### config.mk
export PLATFORM = sky130hd
export DESIGN_NAME = handshake_arbiter
export DESIGN_NICKNAME = d
export VERILOG_FILES = /design/src/rtl/handshake_arbiter.sv
export SDC_FILE = /design/constraint.sdc
export NUM_CORES = 1
export LEC_CHECK = 0
export ABC_AREA = 1
export BUFFER_PORTS_ARGS = -buffer_cell sky130_fd_sc_hd__buf_2
export CORE_ASPECT_RATIO = 1.5
export CORE_MARGIN = 2
export CORE_UTILIZATION = 25
export DETAILED_ROUTE_END_ITERATION = 10
export PLACE_DENSITY = 0.73
export SLEW_MARGIN = 30
export SYNTH_ARGS = -nofsm -noshare
export SYNTH_HDL_FRONTEND = slang
export SYNTH_SLANG_ARGS = --single-unit
### constraint.sdc
create_clock -name clk -period 3.2 [get_ports clk]
set_clock_uncertainty 0.1 [all_clocks]
set_input_delay 0.64 -clock clk [delete_from_list [all_inputs] [get_ports clk]]
set_output_delay 0.64 -clock clk [all_outputs]
set_load 0.1 [all_outputs]
### src/rtl/handshake_arbiter.sv
// Two-requester round-robin arbiter onto one valid/ready slave channel.
// Grants are held for up to MAX_BURST beats; every release costs one idle cycle.
module handshake_arbiter #(
  parameter int unsigned DATA_W    = 32,
  parameter int unsigned MAX_BURST = 4
) (
  input  logic              clk,
  input  logic              rst,
  input  logic [DATA_W-1:0] m0_data,
  input  logic              m0_valid,
  output logic              m0_ready,
  input  logic [DATA_W-1:0] m1_data,
  input  logic              m1_valid,
  output logic              m1_ready,
  output logic [DATA_W-1:0] s_data,
  output logic              s_valid,
  input  logic              s_ready,
  output logic [1:0]        grant,
  output logic [3:0]        beat_cnt
);

  typedef enum logic [1:0] {StIdle, StGnt0, StGnt1} state_e;

  // Count value at which the next transfer is the last beat of the burst.
  localparam logic [3:0] BurstLast = 4'(MAX_BURST - 1);

  state_e     state_q, state_d;
  logic       last_owner_q, last_owner_d;
  logic [3:0] beat_cnt_q, beat_cnt_d;

  always_ff @(posedge clk or posedge rst) begin
    if (rst) begin
      state_q      <= StIdle;
      last_owner_q <= 1'b1;
      beat_cnt_q   <= '0;
    end else begin
      state_q      <= state_d;
      last_owner_q <= last_owner_d;
      beat_cnt_q   <= beat_cnt_d;
    end
  end

  always_comb begin
    state_d      = state_q;
    last_owner_d = last_owner_q;
    beat_cnt_d   = beat_cnt_q;
    grant        = 2'b00;
    s_valid      = 1'b0;
    s_data       = '0;
    m0_ready     = 1'b0;
    m1_ready     = 1'b0;

    unique case (state_q)
      StIdle: begin
        // On a tie, the requester that did not own the channel last wins.
        if (m0_valid && (!m1_valid || last_owner_q)) begin
          state_d      = StGnt0;
          last_owner_d = 1'b0;
          beat_cnt_d   = '0;
        end else if (m1_valid) begin
          state_d      = StGnt1;
          last_owner_d = 1'b1;
          beat_cnt_d   = '0;
        end
      end
      StGnt0: begin
        grant    = 2'b01;
        s_data   = m0_data;
        s_valid  = m0_valid;
        m0_ready = s_ready;
        if (!m0_valid) begin
          state_d = StIdle;
        end else if (s_ready) begin
          beat_cnt_d = beat_cnt_q + 4'd1;
          if (beat_cnt_q == BurstLast) state_d = StIdle;
        end
      end
      StGnt1: begin
        grant    = 2'b10;
        s_data   = m1_data;
        s_valid  = m1_valid;
        m1_ready = s_ready;
        if (!m1_valid) begin
          state_d = StIdle;
        end else if (s_ready) begin
          beat_cnt_d = beat_cnt_q + 4'd1;
          if (beat_cnt_q == BurstLast) state_d = StIdle;
        end
      end
      default: state_d = StIdle;
    endcase
  end

  assign beat_cnt = beat_cnt_q;

endmodule

==> metrics.md <==
| Metric | Value |
|---|---|
| Top Family by Delay on Critical Path | `buffers and inverters` |
| Clock period minus final worst setup slack | `~2700 ps` |
| Global-route met1 utilization | `a little under a fifth` |
| Final setup violating endpoints | `0` |
| Sum of negative setup slack | `0 ps` |
| CP Data Arrival Time | `1940 ps` |
| Via count of the routed design | `roughly 1600` |
| Fraction of met2 tracks used by global routing | `36.5%` |
| Compound-gate portion of the synthesized area | `18.6%` |
| Slew Limit Headroom | `between 60 and 70%` |
| Final Hold Vio Count | `0` |
| Vertical extent of the die | `slightly above 80 um` |
| Fillcell total | `approximately 330` |
| Synthesized instance count | `between 150 and 200` |
| Share of flip-flops with an asynchronous set or reset | `100%` |
| Area share of xor/xnor cells in the synthesized design | `less than 1%` |
| Library cell with the largest summed area after synthesis | `sky130_fd_sc_hd__nand2_1` |
| Post-DP HPWL | `3570 um` |
| Portion of the clock cycle consumed by the worst path in the final layout | `between 80 and 90%` |
| Number of gates resized after CTS | `0` |
| DRT iter0 DRCs | `51` |
| Worst-skew pair later-pin latency | `roughly 230 ps` |
| Post-Synth Simple-Gate Area | `between 40% and 50%` |
| Endpoint kind of the worst setup timing path | `output pin` |
| Cell chain of the critical path | `inv_1 > ha_1 > buf_12 > nand2_1 > inv_1 > buf_2` |
| Maximum net fanout on the critical path | `24` |
| Root buffer cell | `sky130_fd_sc_hd__clkbuf_8` |
| Share of final-layout standard cells stronger than drive strength 1 | `54.6%` |
| Remaining routing DRC violations | `0` |
| Initial cell density of the core | `around a quarter` |
| WL/cell | `12.5 um` |
| Register bit total from synthesis | `7` |
| Mapped cell area | `1000 um^2` |
| Sequential cell area | `176 um^2` |
| Clock input transition at the sequential cells of the worst setup and hold paths | `roughly 40 ps` |
| Post-route ant nets | `0` |
| Worst min-delay path category | `input pin to async pin` |
| Max-slew violation total from the final report | `0` |
| Longest individual stage delay on the worst path | `roughly 470 ps` |
| Fraction of synthesized area in multiplexers | `0%` |
| Critical path startpoint category | `flop` |
| Core area | `a little under 4000 um^2` |
| Largest net degree at the start of global routing | `27` |
| Number of I/O pins | `110` |
| Post-synth EDFFs | `0` |
| Status | `finished, final reports clean` |
| Critical Path Slowest Stage Cell | `sky130_fd_sc_hd__ha_1` |
| Number of diodes | `0` |
| Vias per std cell | `around 4.7` |
| Setup Crit Path Kind | `flop to output pin` |
| Buffers inserted during post-CTS setup optimization | `0` |
| Worst path required time | `around 2500 ps` |
| Vias in the first global route | `about 1500` |
| Clock sinks | `7` |
| Clock buffer depth | `2` |
| Final setup margin | `524 ps` |
| Combined buffer and inverter count along the critical path | `4` |
| Worst Tran Pin Value | `503 ps` |
| Net count of the finished layout | `366` |
| Number of synthesis warnings | `0` |
| Total global-route track usage | `between 10% and 20%` |
| Total wire length | `4210 um` |
| Synth Area per Inst | `5.41 um^2` |
| Synth Flop Type | `sky130_fd_sc_hd__dfrtp_1` |
| Hold-fix buffers, CTS | `0` |
| TritonCTS clock tree | `done` |
| RePlAce Congestion | `0.839` |
| Die area | `around 4500 um^2` |
| Main combinational cell family by area after synthesis | `simple AND/OR/NAND/NOR gates` |
| Layer with the highest usage | `met2` |
| Total iterations of the first detailed-routing run | `4` |
| Most Frequent Cell on Critical Path | `sky130_fd_sc_hd__inv_1` |
| Number of buffers added on ports | `between 100 and 150` |
| Wire length of the first global-routing pass | `6710 um` |
| GR Overflow Total | `0` |
| Number of CTS-inserted buffers | `3` |
| Maximum Capacitance Violations | `0` |
| Number of library cell types mapped by synthesis | `18` |
| Cell types with the highest counts after synthesis | `94 x sky130_fd_sc_hd__nand2_1, 33 x sky130_fd_sc_hd__a21oi_1, 10 x sky130_fd_sc_hd__inv_1` |
| Number of antenna violations at the first check in global routing | `0` |
| Top cells by area in the synthesized netlist | `sky130_fd_sc_hd__nand2_1 35%, sky130_fd_sc_hd__a21oi_1 17%, sky130_fd_sc_hd__dfrtp_1 15%, sky130_fd_sc_hd__ha_1 6.3%, sky130_fd_sc_hd__buf_2 4.0%` |
| Area share of the largest cell type after synthesis | `35.3%` |
| Area growth from synthesis to final layout | `152%` |
| Post-Synthesis Net Count | `259` |
| Post-synthesis share of cell area spent on full adders, half adders and majority gates | `roughly 6.3%` |
| Site row count | `28` |
| RSZ-0062 raised after global routing | `false` |
| Multi-input gate area in the final layout | `about 1100 um^2` |
| Total number of H-tree levels | `1` |
| Sequential area share after synthesis | `17.6%` |
| Die extent in x | `roughly 56 um` |
| Met3 Resource Use GR | `~1.6%` |
| Achievable Freq | `374 MHz` |
| Pre-CTS setup slack | `approximately 760 ps` |
| Most frequently used cell type in the post-synthesis netlist | `sky130_fd_sc_hd__nand2_1` |
## registers in the layout, indices dropped and copies added, names as in the netlist
name          cells
last_owner_q      1
beat_cnt          4
state_q           2
## cells by family (layout without fill, tap and decap cells)
group	after synthesis	after routing
adders and majority gates	5	5
AOI/OAI and AO/OA	36	36
buffers and inverters	25	131
xor gates and xnor gates	1	1
DFF	7	7
and+or+nand+nor	111	111
## worst reg2reg max path, stage by stage (launching register included)
cell and delay (ps):
sky130_fd_sc_hd__dfrtp_1 400, sky130_fd_sc_hd__inv_1 90, sky130_fd_sc_hd__ha_1 470, sky130_fd_sc_hd__nand2_1 200, sky130_fd_sc_hd__nand2_1 120, sky130_fd_sc_hd__nand3_1 80
sky130_fd_sc_hd__nand2_1 70, sky130_fd_sc_hd__nand2_1 50, sky130_fd_sc_hd__nand2_1 50
## metrics by stage
step	instance area [um^2]	std cells	hold slack [ps]	utilization, %
6_report	2520	336	233	64.8
5_1_grt	2520	336	255	64.8
4_1_cts	2520	336	240	64.8
3_5_place_dp	2480	332	412	63.7
3_3_place_gp	2480	332	390	63.7
2_1_floorplan	1370	185	343	-
## cell usage in the layout (no fill, tap or decap), drive strengths merged
cell / count
inv: 13
buf: 113
a21oi: 33
nand3: 6
dfrtp: 6
clkinv: 1
nor2: 9
o21ai: 2
dfstp: 1
nand2: 94
xnor2: 1
ha: 5
o31ai: 1
nand4: 2
clkbuf: 4
## area by class of cell
type,count,share of cell area [%]
clock buffer,4,1.79
inverter,14,2.13
multi-input combinational,153,42.9
sequential,7,7.00
tap,45,2.23
timing repair buffer,113,44.0
## per-layer routing
| layer | wire length (um) | vias up |
|---|---|---|
| li1 | - | 795 |
| met2 | 2440 | 62 |
| met5 | 0 | - |
| met1 | 1430 | 712 |
| met4 | 110 | 0 |
| met3 | 221 | 10 |
## worst paths after layout
check | endpoint | cells after the start | slack (ps) | from
max | m0_ready | 6 | 520 | state_q[1]
min | beat_cnt[3] | 2 | 230 | rst
max reg2reg | state_q[0] | 8 | 1510 | state_q[1]
min reg2reg | last_owner_q | 2 | 410 | last_owner_q
max in group asynchronous | last_owner_q | 2 | 2490 | rst
min in group clk | last_owner_q | 2 | 410 | last_owner_q
Power is left out: the tool's default activity adds up to more than one toggle a clock period on the data nets, which glitch-free logic cannot reach.
